[src/rtl/command_word_fetch_pkg.sv]
// Shared command package: FSM state encoding and the no-op address default
// used by the command word fetcher and the downstream command decoders.
package command_word_fetch_pkg;

  localparam int CMD_WORD_W = 16;

  // Address field value that marks a word as a no-op (dropped, never dispatched).
  localparam logic [11:0] CMD_NOP_ADDRESS = 12'hFFF;

  typedef enum logic [2:0] {
    ST_IDLE    = 3'd0,
    ST_ISSUE   = 3'd1,
    ST_WAIT    = 3'd2,
    ST_CAPTURE = 3'd3,
    ST_PRESENT = 3'd4,
    ST_GAP     = 3'd5
  } cwf_state_e;

  // Word layout: [15:4] address, [3:0] payload.
  function automatic logic cmd_is_nop(input logic [CMD_WORD_W-1:0] word,
                                      input logic [11:0]            nop_addr);
    return word[15:4] == nop_addr;
  endfunction

endpackage

[src/rtl/command_word_fetch_if.sv]
// Command word fetch bus: FIFO pop side plus the dispatched-word strobe.
//   FifoEmpty         FIFO -> fetcher   command FIFO empty flag
//   FifoDout          FIFO -> fetcher   read data, valid READ_LATENCY cycles after pop
//   FifoRdEn          fetcher -> FIFO   single-cycle pop strobe
//   CommandFifoReadEn fetcher -> decoders  single-cycle word-valid strobe
//   COMMAND_WORD      fetcher -> decoders  dispatched word
// master = the fetcher, slave = FIFO/decoder environment.
interface command_word_fetch_if;
  import command_word_fetch_pkg::*;

  logic                  FifoEmpty;
  logic [CMD_WORD_W-1:0] FifoDout;
  logic                  FifoRdEn;
  logic                  CommandFifoReadEn;
  logic [CMD_WORD_W-1:0] COMMAND_WORD;

  modport master (
    input  FifoEmpty, FifoDout,
    output FifoRdEn, CommandFifoReadEn, COMMAND_WORD
  );

  modport slave (
    output FifoEmpty, FifoDout,
    input  FifoRdEn, CommandFifoReadEn, COMMAND_WORD
  );

endinterface

[src/rtl/command_word_fetch_delay_counter.sv]
// cmd_delay_counter: loadable 4-bit down-counter with a done flag.
//   Clk      clock
//   reset_n  asynchronous active-low reset (count -> 0)
//   i_load   load i_value this cycle (takes priority over counting)
//   i_value  load value
//   o_done   count is zero
// The count stops at zero, so a load of N gives N+1 cycles before done
// is seen by a state that starts checking the cycle after the load.
module cmd_delay_counter (
  input  logic       Clk,
  input  logic       reset_n,
  input  logic       i_load,
  input  logic [3:0] i_value,
  output logic       o_done
);

  logic [3:0] r_count;

  always_ff @(posedge Clk or negedge reset_n) begin
    if (!reset_n)               r_count <= 4'd0;
    else if (i_load)            r_count <= i_value;
    else if (r_count != 4'd0)   r_count <= r_count - 4'd1;
  end

  assign o_done = (r_count == 4'd0);

endmodule

[src/rtl/command_word_fetch.sv]
// command_word_fetch: pops 16-bit command words from a FIFO, drops no-op
// words, presents the rest to the decoders with a one-cycle strobe, then
// enforces an idle gap before the next fetch.
//   Clk, reset_n     clock; async-assert / sync-release active-low reset
//   Enable           level, permits starting a new fetch
//   i_CountLoad      one-cycle preload of CommandCount with i_CountLoadVal
//   bus (master)     FIFO pop + dispatched word/strobe (see command_word_fetch_if)
//   Busy             high in every state except IDLE
//   CommandCount     words dispatched since reset (wraps)
//   NopCount         no-op words dropped since reset (saturates)
// All outputs come straight from registers.
module command_word_fetch
  import command_word_fetch_pkg::*;
#(
  parameter int          READ_LATENCY = 1,   // 1..3
  parameter int          GAP_CYCLES   = 2,   // 0..15
  parameter logic [11:0] NOP_ADDRESS  = CMD_NOP_ADDRESS
) (
  input  logic                  Clk,
  input  logic                  reset_n,
  input  logic                  Enable,
  input  logic                  i_CountLoad,
  input  logic [15:0]           i_CountLoadVal,
  command_word_fetch_if.master  bus,
  output logic                  Busy,
  output logic [15:0]           CommandCount,
  output logic [7:0]            NopCount
);

  // WAIT lasts READ_LATENCY-1 cycles; with latency 1 it is skipped entirely.
  localparam logic [3:0] WAIT_LOAD = (READ_LATENCY > 1) ? 4'(READ_LATENCY - 2) : 4'd0;
  localparam logic [3:0] GAP_LOAD  = (GAP_CYCLES > 0)   ? 4'(GAP_CYCLES - 1)   : 4'd0;
  // With no gap, the single cycle after a word is the IDLE re-arm cycle, which
  // keeps the word period at READ_LATENCY+3+GAP_CYCLES for every setting.
  localparam bit         HAS_GAP   = (GAP_CYCLES != 0);

  // Reset: asserts asynchronously, releases on the second Clk edge.
  logic [1:0] r_rst_sync;
  logic       w_rst_n;

  always_ff @(posedge Clk or negedge reset_n) begin
    if (!reset_n) r_rst_sync <= 2'b00;
    else          r_rst_sync <= {r_rst_sync[0], 1'b1};
  end

  assign w_rst_n = r_rst_sync[1];

  cwf_state_e  r_state;
  logic        r_fifo_rd_en;
  logic        r_cmd_rd_en;
  logic        r_busy;
  logic [15:0] r_word;
  logic [15:0] r_cmd_count;
  logic [7:0]  r_nop_count;

  logic w_is_nop;
  logic w_wait_load, w_wait_done;
  logic w_gap_load,  w_gap_done;

  assign w_is_nop    = cmd_is_nop(bus.FifoDout, NOP_ADDRESS);
  assign w_wait_load = (r_state == ST_ISSUE);
  assign w_gap_load  = (r_state == ST_PRESENT) || ((r_state == ST_CAPTURE) && w_is_nop);

  cmd_delay_counter u_wait_cnt (
    .Clk     (Clk),
    .reset_n (w_rst_n),
    .i_load  (w_wait_load),
    .i_value (WAIT_LOAD),
    .o_done  (w_wait_done)
  );

  cmd_delay_counter u_gap_cnt (
    .Clk     (Clk),
    .reset_n (w_rst_n),
    .i_load  (w_gap_load),
    .i_value (GAP_LOAD),
    .o_done  (w_gap_done)
  );

  always_ff @(posedge Clk or negedge w_rst_n) begin
    if (!w_rst_n) begin
      r_state      <= ST_IDLE;
      r_fifo_rd_en <= 1'b0;
      r_cmd_rd_en  <= 1'b0;
      r_busy       <= 1'b0;
      r_word       <= 16'h0000;
      r_cmd_count  <= 16'h0000;
      r_nop_count  <= 8'h00;
    end else begin
      r_fifo_rd_en <= 1'b0;
      r_cmd_rd_en  <= 1'b0;
      case (r_state)
        // FifoEmpty and Enable are only looked at here, so a pop never
        // hits an empty FIFO and a dropped Enable lets the current word finish.
        ST_IDLE: begin
          if (Enable && !bus.FifoEmpty) begin
            r_state      <= ST_ISSUE;
            r_fifo_rd_en <= 1'b1;
            r_busy       <= 1'b1;
          end
        end
        ST_ISSUE:
          r_state <= (READ_LATENCY > 1) ? ST_WAIT : ST_CAPTURE;
        ST_WAIT:
          if (w_wait_done) r_state <= ST_CAPTURE;
        // FifoDout is valid this cycle; no-ops never touch the word register.
        ST_CAPTURE: begin
          if (w_is_nop) begin
            if (r_nop_count != 8'hFF) r_nop_count <= r_nop_count + 8'd1;
            r_state <= HAS_GAP ? ST_GAP : ST_IDLE;
            r_busy  <= HAS_GAP;
          end else begin
            r_word      <= bus.FifoDout;
            r_cmd_rd_en <= 1'b1;
            r_cmd_count <= r_cmd_count + 16'd1;
            r_state     <= ST_PRESENT;
          end
        end
        ST_PRESENT: begin
          r_state <= HAS_GAP ? ST_GAP : ST_IDLE;
          r_busy  <= HAS_GAP;
        end
        ST_GAP: begin
          if (w_gap_done) begin
            r_state <= ST_IDLE;
            r_busy  <= 1'b0;
          end
        end
        default: begin
          r_state <= ST_IDLE;
          r_busy  <= 1'b0;
        end
      endcase
      if (i_CountLoad) r_cmd_count <= i_CountLoadVal;
    end
  end

  assign bus.FifoRdEn          = r_fifo_rd_en;
  assign bus.CommandFifoReadEn = r_cmd_rd_en;
  assign bus.COMMAND_WORD      = r_word;
  assign Busy                  = r_busy;
  assign CommandCount          = r_cmd_count;
  assign NopCount              = r_nop_count;

endmodule
[src/flat_wrapper.sv]
// flat-port wrapper written by rule: the top's interface ports become plain ports
module command_word_fetch_flat import command_word_fetch_pkg::*;
#(
  parameter int          READ_LATENCY = 1,          
  parameter int          GAP_CYCLES   = 2,           
  parameter logic [11:0] NOP_ADDRESS  = CMD_NOP_ADDRESS
)
  (Clk, reset_n, Enable, i_CountLoad, i_CountLoadVal, Busy, CommandCount, NopCount, bus_FifoEmpty, bus_FifoDout, bus_FifoRdEn, bus_CommandFifoReadEn, bus_COMMAND_WORD);
  command_word_fetch_if bus_i ();
  input  logic Clk;
  input  logic reset_n;
  input  logic Enable;
  input  logic i_CountLoad;
  input  logic [15:0] i_CountLoadVal;
  output logic Busy;
  output logic [15:0] CommandCount;
  output logic [7:0] NopCount;
  input wire logic [$bits(bus_i.FifoEmpty)-1:0] bus_FifoEmpty;
  input wire logic [$bits(bus_i.FifoDout)-1:0] bus_FifoDout;
  output wire logic [$bits(bus_i.FifoRdEn)-1:0] bus_FifoRdEn;
  output wire logic [$bits(bus_i.CommandFifoReadEn)-1:0] bus_CommandFifoReadEn;
  output wire logic [$bits(bus_i.COMMAND_WORD)-1:0] bus_COMMAND_WORD;
  assign bus_i.FifoEmpty = bus_FifoEmpty;
  assign bus_i.FifoDout = bus_FifoDout;
  assign bus_FifoRdEn = bus_i.FifoRdEn;
  assign bus_CommandFifoReadEn = bus_i.CommandFifoReadEn;
  assign bus_COMMAND_WORD = bus_i.COMMAND_WORD;
  command_word_fetch #(.READ_LATENCY(READ_LATENCY), .GAP_CYCLES(GAP_CYCLES), .NOP_ADDRESS(NOP_ADDRESS)) u_core (.Clk(Clk), .reset_n(reset_n), .Enable(Enable), .i_CountLoad(i_CountLoad), .i_CountLoadVal(i_CountLoadVal), .bus(bus_i), .Busy(Busy), .CommandCount(CommandCount), .NopCount(NopCount));
endmodule
[config.mk]
export PLATFORM = sky130hd
export DESIGN_NAME = command_word_fetch_flat
export DESIGN_NICKNAME = d
export VERILOG_FILES = /design/src/rtl/command_word_fetch_pkg.sv /design/src/rtl/command_word_fetch_if.sv /design/src/rtl/command_word_fetch_delay_counter.sv /design/src/rtl/command_word_fetch.sv /design/src/flat_wrapper.sv
export SDC_FILE = /design/constraint.sdc
export NUM_CORES = 1
export LEC_CHECK = 0
export BUFFER_PORTS_ARGS = -buffer_cell sky130_fd_sc_hd__buf_2
export CAP_MARGIN = 40
export CELL_PAD_IN_SITES_DETAIL_PLACEMENT = 0
export CELL_PAD_IN_SITES_GLOBAL_PLACEMENT = 2
export CORE_ASPECT_RATIO = 0.6
export CORE_MARGIN = 1
export CORE_UTILIZATION = 29
export CTS_CLUSTER_DIAMETER = 80
export CTS_CLUSTER_SIZE = 12
export DETAILED_ROUTE_END_ITERATION = 10
export GPL_ROUTABILITY_DRIVEN = 1
export PLACE_DENSITY = 0.79
export SYNTH_ARGS = -nofsm -noshare
export SYNTH_HDL_FRONTEND = slang
export SYNTH_SLANG_ARGS = --single-unit
[constraint.sdc]
create_clock -name Clk -period 1.96 [get_ports Clk]
set_clock_uncertainty 0.15 [all_clocks]
set_input_delay 0.49 -clock Clk [delete_from_list [all_inputs] [get_ports Clk]]
set_output_delay 0.49 -clock Clk [all_outputs]
set_load 0.01 [all_outputs]
### Word level (Yosys, flattened, before mapping)

Index checks and enable logic that the tools add are counted.

| operators by class | value |
|---|---|
| $add $sub $neg | 4 |
| multiply operators | 0 |
| div/mod/pow operators | 0 |
| order comparisons | 0 |
| equal/unequal tests | 12 |
| shift operators | 0 |
| muxes and demuxes | 20 |
| bitwise logic cells | 2 |
| reductions and logical operators | 18 |

Operator list:

| cell | number |
|---|---|
| $mux 16 | 3 |
| $pmux 3 s6 | 1 |
| $add 16x1->16 const B | 1 |
| $mux 4 | 4 |
| $eq 12x12->1 const B | 1 |
| $mux 3 | 3 |
| $add 8x1->8 const B | 1 |
| $logic_not 4->1 | 2 |
| $mux 1 | 8 |
| $ne 8x8->1 const B | 1 |
| $reduce_bool 4->1 | 2 |
| $sub 4x1->4 const B | 2 |
| $eq 3x2->1 const B | 2 |
| $eq 3x3->1 const B | 2 |
| $ne 2x2->1 const B | 3 |
| $reduce_and 3->1 | 2 |
| $reduce_bool 2->1 | 3 |
| $pmux 1 s5 | 1 |
| $ne 2x1->1 const B | 2 |
| $reduce_and 2->1 | 2 |
| $reduce_and 4->1 | 1 |
| $eq 3x1->1 const B | 1 |
| $logic_not 3->1 | 1 |
| $logic_and 1x1->1 | 2 |
| other kinds (4) | 5 |

| word-level totals | value |
|---|---|
| flip-flop bits (word level) | 56 |
| latch bits | 0 |
| bits in writable memories | 0 |
| bits in read-only memories | 0 |
| output and inout bits | 43 |
| word-level logic and storage cells | 66 |
| memories | 0 |

### Longest topological paths before layout

Gate-level depths: netlist of the first run.

| logic depth | value |
|---|---|
| depth in word-level cells | 4 |
| depth in mapped cells | 6 |
| depth with buffers taken out | 6 |

### By module

A second synthesis of the first run with hierarchy kept.

| unflattened totals | value |
|---|---|
| cells, all modules | 260 |
| area, all modules | 2805.2 sq um |

Modules (own cells, without submodules):

| module | times used | cells each | area each (sq um) |
|---|---|---|---|
| command_word_fetch | 1 | 216 | 2337.2 |
| cmd_delay_counter | 2 | 22 | 234.0 |

### Least setup slack after synthesis of the first run

Ideal clock, no wire load.

| timing | value |
|---|---|
| kind | input to register |
| start | in bus_FifoDout[11] |
| end | reg u_core.r_word[11], in the netlist u_core.bus.COMMAND_WORD[11] |
| arrival time | 1652 ps |
| data required time | 1685 ps |
| setup slack | 33 ps |
| stages | 4 |
| buffers on the path | 1 |
| path through | nand4_2 -> o31ai_2 -> buf_6 -> mux2_2 |

| between the ends | value |
|---|---|
| word-level cells in the longest chain between the ends | 3 |

Ends and longest elaborated chain:

| item | line | RTL |
|---|---|---|
| start: declaration | flat_wrapper.sv:19 | `input wire logic [$bits(bus_i.FifoDout)-1:0] bus_FifoDout;` |
| $eq 12x12->1 | command_word_fetch_pkg.sv:22 | `return word[15:4] == nop_addr;` |
| $not 1->1 (no source line) | -- |  |
| $reduce_and 2->1 (no source line) | -- |  |
| end signal: assignment | command_word_fetch.sv:113 | `r_word <= bus.FifoDout;` |
| end: declaration | command_word_fetch.sv:52 | `logic [15:0] r_word;` |

Parallel ways exist; a longest one is shown, timed or not.
A chain may end at the register's enable or synchronous reset.

### Worst setup path after layout of the first run

| timing | value |
|---|---|
| start | reg u_core.r_state[2] |
| end | reg u_core.r_cmd_count[13], in the netlist u_core.CommandCount[13] |

| between the ends | value |
|---|---|
| word-level cells in the longest chain between the ends | 3 |

Ends and longest elaborated chain:

| item | line | RTL |
|---|---|---|
| start: declaration | command_word_fetch.sv:48 | `cwf_state_e r_state;` |
| start signal: assignment | command_word_fetch.sv:103 | `r_state <= (READ_LATENCY > 1) ? ST_WAIT : ST_CAPTURE;` |
| start signal: assignment | command_word_fetch.sv:110 | `r_state <= HAS_GAP ? ST_GAP : ST_IDLE;` |
| start signal: assignment | command_word_fetch.sv:120 | `r_state <= HAS_GAP ? ST_GAP : ST_IDLE;` |
| $eq 3x2->1 | command_word_fetch.sv:92 | `case (r_state)` |
| $reduce_bool 2->1 (no source line) | -- |  |
| $reduce_and 2->1 (no source line) | -- |  |
| end signal: assignment | command_word_fetch.sv:115 | `r_cmd_count <= r_cmd_count + 16'd1;` |
| end signal: assignment | command_word_fetch.sv:134 | `if (i_CountLoad) r_cmd_count <= i_CountLoadVal;` |
| end: declaration | command_word_fetch.sv:53 | `logic [15:0] r_cmd_count;` |

No other way between the ends.

==> impl_metrics.toml, run 1 <==
[status]
outcome = "finished clean"

[floorplanning]
die_h_um = 77.7
chipWidth_um = 128
die_area_um2 = 9960
initial_core_util_pct = 30.0
core_area_um2 = 9220
std_cell_rows = 27
io_pins = 80

[clock_network]
cts.clk_slew.worst_paths_ns = 0.07
post-cts-setup-buffers = 0
cts.sinks = 56
cts_made_buffers = 5
clk_latency_ns = 0.29
htreeDepth = 2
clockBufferDepth = 2
cts_tree = "built"
cts_root_buffer = "clkbuf_16"

[timing]
finalSetupViolations = 0
layout_min_cycle_time_ns = 1.86
rsz0062_at_grt = "false"
hold_violations = 0
finalCritPeriodShare_pct = 95.1
fmax_mhz = 536
timing.hold.ws_ns = 0.0615
maxSlewViolCount = 0

[drt]
viasPerCell = 4.71
wl_per_cell_um = 14.1
ant_nets = 0
dr.first_iter.drc_count = 124
route.detailed.drc = 0
num_vias = 2307
first_pass_iters = 6
wl_um = 6930

[synth]
syn_nets = 301
yosysWarnings = 0
synth_top_area_share_pct = 50.6
synth_area_leaders = "dfrtp_1, mux2_2, a31oi_1, nand2_1, nor2_1"
syn_avg_cell_area_um2 = 10.6
synth-edff-count = 0
synthFlopType = "dfrtp_1"
synth_area_leader_cell = "dfrtp_1"
yosys.cell_count.top_type = "dfrtp_1"
synth-seq-cells = 56
synth_area_um2 = 2770
postSynthCellCount = 260
synthDistinctLibCells = 51
ys_async_sr_fraction_pct = 100
synthTopCellsByCount = "dfrtp_1, nand2_1, nor2_1"
synth-seq-area-share_pct = 50.6

[placement]
hpwl_um = 5240
placed_area_um2 = 3450
dp.cells = 481
io_buffers = 79
gp_congestion = 0.723

[setup_path]
path_class = "flip-flop to flip-flop"
worstPathArrival_ns = 1.93
cp_max_fo = 17
cp-start-kind = "flip-flop"
end_kind = "flip-flop"
worstPathRequired_ns = 2.02

[cells_and_area]
stdcell_count = 490
syn2layout_area_growth_pct = 30.5
fin_area_um2 = 3610
post-route-util_pct = 39.2
fin_nets = 400
diodes = 0
nFillCells = 906
drive_gt1_share_pct = 37.2

[global_route]
grt_usage_pct = 15.0
antenna_found_initial = 0
grt_pass1_vias = 2248
grt_pass1_wl_um = 11500
grt-ovfl-total = 0
grt_max_degree = 38

[power]
power_density_nw_per_um2 = 1200
peakVddDrop_uv = 597
leakagePower_nw = 1.67

[run]
maxCapViolCount = 0

[worst_hold_path]
hp-class = "flip-flop to async pin"
-- critical path, stage by stage, from the launching register on --
cell and delay (ns):
dfrtp_1 0.40, and4b_2 0.34, o31ai_2 0.08, buf_6 0.15, or4_1 0.49, a31oi_1 0.17
-- path summary, 6_finish.rpt --
path / from / to / slack [ns] / cells after the start
max: u_core.r_state[2]$_DFFE_PN0P_ / u_core.CommandCount[13]$_DFFE_PN0P_ / 0.1 / 5
min: u_core.r_rst_sync[1]$_DFF_PN0_ / u_core.CommandCount[12]$_DFFE_PN0P_ / 0.06 / 0
max reg2reg: u_core.r_state[2]$_DFFE_PN0P_ / u_core.CommandCount[13]$_DFFE_PN0P_ / 0.1 / 5
min reg2reg: u_core.r_rst_sync[1]$_DFF_PN0_ / u_core.CommandCount[12]$_DFFE_PN0P_ / 0.06 / 0
max in group asynchronous: u_core.r_rst_sync[1]$_DFF_PN0_ / u_core.bus.COMMAND_WORD[14]$_DFFE_PN0P_ / 1.04 / 1
min in group Clk: u_core.r_rst_sync[0]$_DFF_PN0_ / u_core.r_rst_sync[1]$_DFF_PN0_ / 0.21 / 0
-- state kept, by name (all words and copies together), names as in the netlist --
register and count:
u_core.r_rst_sync 2, u_core.bus.CommandFifoReadEn 1, u_core.u_wait_cnt.r_count 4, u_core.NopCount 8
u_core.bus.COMMAND_WORD 16, u_core.u_gap_cnt.r_count 4, u_core.CommandCount 16, u_core.Busy 1
u_core.r_state 3, u_core.bus.FifoRdEn 1
-- routing by layer --
layer | GRT usage, % | routed length (µm)
met2 | 20.4 | 2710
met3 | 4.28 | 393
met4 | 2.82 | 24
met5 | 0 | 0
met1 | 23.1 | 3800
-- final cells by class --
type	instances	area, µm²	area share [%]
flip-flops and latches	56	1400	38.8
multi-input cells	186	1280	35.3
repair buffers	101	592	16.4
well taps	130	163	4.50
clock buffers	8	146	4.05
inverters	9	33.8	0.935
-- where the power goes --
part           switching (mW)  total [mW]  internal (mW)
Sequential              0.221        1.72           1.50
Combinational           0.889        1.72          0.827
Clock                   0.387       0.898          0.511
Total                    1.50        4.33           2.84
-- per-stage QoR --
| step | setup TNS, ns | total power [mW] | setup WS (ns) |
|---|---|---|---|
| floorplan | 0 | 2.82 | 0.0333 |
| global placement | -0.0212 | 3.44 | -0.0123 |
| detailed placement | -0.212 | 3.46 | -0.0327 |
| CTS | 0 | 4.38 | 0.0371 |
| global route | 0 | 4.69 | 0.00945 |
| finish | 0 | 4.33 | 0.0960 |
-- placed cells by master (no fill, tap or decap), types with 9 or more instances in the layout --
cell,Yosys,layout
a31oi_1,15,15
buf_2,1,79
buf_4,1,18
dfrtp_1,56,55
mux2_2,12,12
nand2_1,23,23
nand3_1,10,10
nor2_1,22,22
or4_1,9,9
xnor2_1,9,9
-- logic make-up (layout without fill, tap and decap cells) --
logic type	Yosys count	in the layout	share of synthesized area, %
AOI/OAI and AO/OA	50	50	12.2
xor gates and xnor gates	10	10	3.16
adders and majority gates	4	4	1.81
buffers and inverters	18	118	3.71
DFF	56	56	50.6
muxes	14	14	5.78
other	1	1	0.135
and+or+nand+nor	107	107	22.6
-- timing repair --
action                                  CTS  global route
endpoints found under the setup margin    0             4
hold endpoints to repair                  2             0
hold buffers                              1             0
resized for setup                         0             3
Note: power is estimated with default switching activity, not from simulation.
==> run 2, diff against run 1 <==
Settings changed: PLACE_DENSITY 0.79 to 0.85.
==> run 2 against run 1 <==
Effect of this change:
- cell area up 0.42%
- critical endpoint unchanged
- highest routed layer unchanged
- clock power up 15%
- register-to-register slack about the same
- final cell count up 0.20%
- die area unchanged
- critical path type unchanged
==> impl_metrics.toml, run 2 (synthesis gave the netlist of run 1 again) <==
[drt]
viasPerCell = 4.72
dr.first_iter.drc_count = 143
wl_um = 6840
wl_per_cell_um = 13.9
route.detailed.drc = 0
first_pass_iters = 4
ant_nets = 0
num_vias = 2318

[cells_and_area]
regArea_um2 = 1400
fin_area_um2 = 3630
nFillCells = 907
diodes = 0
fin_nets = 401
drive_gt1_share_pct = 38.0
syn2layout_area_growth_pct = 31.0
most-common-layout-cells = "buf_2, dfrtp_1, nand2_1"
multiInputGateArea_um2 = 1280
final_common_cell = "buf_2"
stdcell_count = 491

[setup_path]
worstReg2RegEnd = "u_core.CommandCount[13]$_DFFE_PN0P_"
rr_worst_depth = 5
timing.rr.start = "u_core.r_state[2]$_DFFE_PN0P_"
cp-start-kind = "flip-flop"
rrSetupSlack_ns = 0.10
end_kind = "flip-flop"
cp_max_fo = 15
worstPathArrival_ns = 1.93
path_class = "flip-flop to flip-flop"
worstPathRequired_ns = 2.03

[placement]
gp_congestion = 0.750
hpwl_um = 5110
placed_area_um2 = 3450
dp.cells = 482
io_buffers = 79

[run]
maxCapViolCount = 0

[clock_network]
cts_root_buffer = "clkbuf_16"
clk_latency_ns = 0.30
cts.clk_slew.worst_paths_ns = 0.07
cts.sinks = 56
htreeDepth = 2
clockBufferDepth = 2
cts_made_buffers = 5
post-cts-setup-buffers = 0
cts_tree = "built"

[timing]
worstMarginPinSlew_ns = 0.510
fmax_mhz = 538
finalSetupViolations = 0
fin_setup_tns_ns = 0
hold_violations = 0
slew_headroom_pct = 65.7
rsz0062_at_grt = "false"
layout_min_cycle_time_ns = 1.86
maxSlewViolCount = 0
finalCritPeriodShare_pct = 94.9

[power]
peakVddDrop_uv = 503
power_density_nw_per_um2 = 1230
leakagePower_nw = 1.67
total_power_mw = 4.46

[global_route]
grt-ovfl-total = 0
use_met2_pct = 19.5
met3_usage_pct = 3.79
antenna_found_initial = 0
use_met1_pct = 22.8
grt_pass1_wl_um = 11300
grt_pass1_vias = 2151
grt_max_degree = 55
grt_usage_pct = 14.6
top_usage_layer = "met1"

[worst_hold_path]
hp-class = "flip-flop to async pin"

[floorplanning]
io_pins = 80
chipWidth_um = 128
die_h_um = 77.7
std_cell_rows = 27
core_area_um2 = 9220
die_area_um2 = 9960
initial_core_util_pct = 30.0

[status]
outcome = "finished clean"
[run 2: cell types whose count changed in the layout (fill, tap and decap cells not counted)]
cell,before,now
and4b_2,1,0
clkinv_2,0,1
buf_6,1,0
bufinv_16,0,1
clkinvlp_4,0,1
buf_12,2,1
clkbuf_1,2,0
or4_4,0,1
or4_1,9,8
clkbuf_8,1,0
and4b_1,0,1
buf_4,18,21
[run 2: how the worst max path moves through the flow]
| stage | start | endpoint | slack [ns] | cells after the start |
|---|---|---|---|---|
| final | u_core.r_state[2]$_DFFE_PN0P_ | u_core.CommandCount[13]$_DFFE_PN0P_ | 0.10 | 5 |
| after floorplan | bus_FifoDout[11] | u_core.bus.COMMAND_WORD[11]$_DFFE_PN0P_ | 0.03 | 4 |
| after detailed placement | bus_FifoDout[11] | u_core.bus.COMMAND_WORD[9]$_DFFE_PN0P_ | -0.07 | 5 |
| after CTS | u_core.r_state[2]$_DFFE_PN0P_ | u_core.CommandCount[5]$_DFFE_PN0P_ | 0.06 | 5 |
| after global routing | u_core.r_state[2]$_DFFE_PN0P_ | u_core.CommandCount[7]$_DFFE_PN0P_ | 0.003 | 6 |
| after global placement | bus_FifoDout[11] | u_core.bus.COMMAND_WORD[15]$_DFFE_PN0P_ | -0.02 | 5 |
[run 2: layout make-up]
type                            count  share of cell area, %
Tap cell                          130                   4.48
Sequential cell                    56                   38.7
Clock inverter                      3                   1.17
Clock buffer                        5                   3.45
Timing Repair Buffer              102                   16.1
Inverter                            9                  0.931
Multi-Input combinational cell    186                   35.2
[run 2: metal layers]
layer	up-vias	part of all wire, %
li1	1158	-
met1	1093	55
met4	0	0.86
met2	62	39
met3	5	5.4
met5	-	0
[run 2: per-stage QoR]
step	hold WS [ns]	setup slack, ns	utilization [%]
floorplan	0.0444	0.0333	-
global placement	0.123	-0.0162	37.4
detailed placement	0.125	-0.0712	37.4
CTS	0.134	0.0621	39.3
global route	0.155	0.00350	39.3
finish	0.103	0.101	39.3
[run 2: timing repair]
action	in CTS	in global routing
gates resized for setup	0	2
hold buffers	1	0
setup endpoints to repair	0	2
hold endpoints to repair	2	0
[run 2: worst max-delay path, cell delays in order, from the launching register on]
cell     delay (ns)
dfrtp_1        0.38
and4b_1        0.32
o31ai_2        0.08
buf_4          0.19
or4_1          0.50
a31oi_1        0.16
[run 2: power by group]
part	total [mW]	leakage (nW)	switching, mW	internal [mW]
clock	1.03	0.0798	0.430	0.602
combinational	1.71	0.907	0.905	0.809
sequential	1.71	0.683	0.212	1.50
==> run 3, diff against run 2 <==
Settings changed: ABC_AREA set to 1, CORE_UTILIZATION 29 to 26, PLACE_DENSITY 0.85 to 0.84, SLEW_MARGIN set to 20.
==> run 3 against run 2 <==
Effect of this change:
- non-clock buffer count fell by 17
- synthesized area rose by 8.1%
- sequential share of layout area fell by 1.4 points
- power rose by 4.1%
- critical path type unchanged
- largest cell class is now multi-input combinational cells
==> impl_metrics.toml, run 3 <==
[clock_network]
cts.clk_slew.worst_paths_ns = 0.07
cts_tree = "built"
cts.sinks = 56
cts_root_buffer = "clkbuf_16"
cts_made_buffers = 5
htreeDepth = 2
clk_latency_ns = 0.29
clockBufferDepth = 2

[setup_path]
worstReg2RegEnd = "u_core.NopCount[5]$_DFFE_PN0P_"
worstPathRequired_ns = 1.99
rrSetupSlack_ns = 0.19
cp-start-kind = "flip-flop"
cp_max_fo = 5
end_kind = "flip-flop"
rr_worst_depth = 9
timing.rr.start = "u_core.NopCount[0]$_DFFE_PN0P_"
worstPathArrival_ns = 1.80
path_class = "flip-flop to flip-flop"

[drt]
route.detailed.drc = 0
first_pass_iters = 4
wl_per_cell_um = 13.4
wl_um = 8370
num_vias = 2744
viasPerCell = 4.40
dr.first_iter.drc_count = 191
ant_nets = 0

[placement]
hpwl_um = 6440
dp.cells = 613
placed_area_um2 = 3560
io_buffers = 79
pre_cts_ws_ns = 0.0932
gp_congestion = 0.808

[synth]
synth_area_leaders = "dfrtp_1, nand2_1, nand3_1, inv_1, nor2_1"
synth_top_area_share_pct = 46.8
synth-edff-count = 0
yosys.cell_count.top_type = "nand2_1"
synthFlopType = "dfrtp_1"
ys_async_sr_fraction_pct = 100
synth-seq-cells = 56
syn_nets = 438
synth_area_um2 = 2990
synth_area_leader_cell = "dfrtp_1"
synthDistinctLibCells = 29
postSynthCellCount = 397
synthTopCellsByCount = "nand2_1, dfrtp_1, nand3_1"
yosysWarnings = 0
synth-seq-area-share_pct = 46.8
syn_avg_cell_area_um2 = 7.54

[worst_hold_path]
hp-class = "flip-flop to async pin"

[cells_and_area]
final_common_cell = "nand2_1"
fin_nets = 524
post-route-util_pct = 34.6
most-common-layout-cells = "nand2_1, buf_2, dfrtp_1"
syn2layout_area_growth_pct = 26.0
diodes = 0
drive_gt1_share_pct = 24.2
fin_area_um2 = 3770
stdcell_count = 623

[global_route]
grt_usage_pct = 14.9
grt_pass1_vias = 2720
antenna_found_initial = 0
grt_pass1_wl_um = 13900
grt-ovfl-total = 0
grt_max_degree = 37

[floorplanning]
std_cell_rows = 29
die_h_um = 85.1
io_pins = 80
die_area_um2 = 12000
chipWidth_um = 141
core_area_um2 = 10900
initial_core_util_pct = 27.5

[power]
total_power_mw = 4.64
leakagePower_nw = 1.99
peakVddDrop_uv = 447
power_density_nw_per_um2 = 1230

[timing]
fin_setup_tns_ns = 0
finalSetupViolations = 0
hold_violations = 0
fmax_mhz = 563
maxSlewViolCount = 0
finalCritPeriodShare_pct = 90.5
setup_ws_ns = 0.185
rsz0062_at_grt = "false"
layout_min_cycle_time_ns = 1.77
timing.hold.ws_ns = 0.0668

[status]
outcome = "finished clean"

[run]
maxCapViolCount = 0
[run 3: cell types whose count changed in the layout (fill, tap and decap cells not counted), sizes merged, moves of 9 or more]
cell / delta
nor2: +13
mux2: -13
nand3: +31
a31oi: -14
inv: +22
or4: -9
o31ai: -11
nand2: +149
buf: -17
[run 3: where the power goes]
group | internal, mW | switching, mW | leakage (nW)
Clock | 0.674 | 0.406 | 0.0901
Combinational | 0.650 | 1.06 | 1.20
Sequential | 1.51 | 0.336 | 0.699
Total | 2.83 | 1.81 | 1.99
[run 3: what timing repair did]
action	CTS	global route
endpoints found under the setup margin	0	5
resized for setup	0	4
hold buffers	1	0
buffers inserted	0	0
endpoints found under the hold margin	2	0
[run 3: cells by family after synthesis]
family / Yosys count / share of synthesized area (%)
other: 1 / 0.125
AO/OA/AOI/OAI: 22 / 4.43
flip-flops: 56 / 46.8
adder cells (fa/ha/maj): 4 / 1.67
XOR/XNOR: 12 / 3.51
buffers and inverters: 38 / 5.73
AND/OR/NAND/NOR: 264 / 37.7
[run 3: cell type report]
cell class | instances | area, µm²
clock inverters | 1 | 30.0
flip-flops and latches | 56 | 1400
repair buffers | 85 | 455
fillers | 1176 | 7120
inverters | 31 | 119
well taps | 139 | 174
clock buffers | 7 | 153
multi-input cells | 304 | 1440
[run 3: worst max-delay path by stage]
stage / start / end / slack, ns / cells past startpoint
floorplan: u_core.r_rst_sync[1]$_DFF_PN0_ / u_core.Busy$_DFFE_PN0P_ / 0.14 / 0
global placement: u_core.CommandCount[0]$_DFFE_PN0P_ / u_core.CommandCount[14]$_DFFE_PN0P_ / 0.15 / 8
detailed placement: bus_FifoDout[5] / u_core.CommandCount[4]$_DFFE_PN0P_ / 0.09 / 9
CTS: u_core.NopCount[0]$_DFFE_PN0P_ / u_core.NopCount[5]$_DFFE_PN0P_ / 0.12 / 9
global route: u_core.CommandCount[0]$_DFFE_PN0P_ / u_core.CommandCount[14]$_DFFE_PN0P_ / 0.02 / 8
finish: u_core.NopCount[0]$_DFFE_PN0P_ / u_core.NopCount[5]$_DFFE_PN0P_ / 0.19 / 9
[run 3: layer usage]
layer / global-route usage (%) / wire, µm / part of all wire, % / vias to the layer above
met1: 23.1 / 4750 / 57 / 1255
met4: 3.85 / 74 / 0.88 / 0
met2: 20.8 / 3240 / 39 / 53
li1: - / - / - / 1431
met5: 0 / 0 / 0 / -
met3: 2.65 / 294 / 3.5 / 5
[run 3: critical path, cell delays in order, from the launching register on]
cell	delay (ns)
dfrtp_1	0.44
ha_1	0.26
nand3_1	0.11
nor2_1	0.08
nand3_1	0.13
nand2_2	0.11
nor2_4	0.18
inv_2	0.08
nand2_1	0.06
nand2_1	0.06
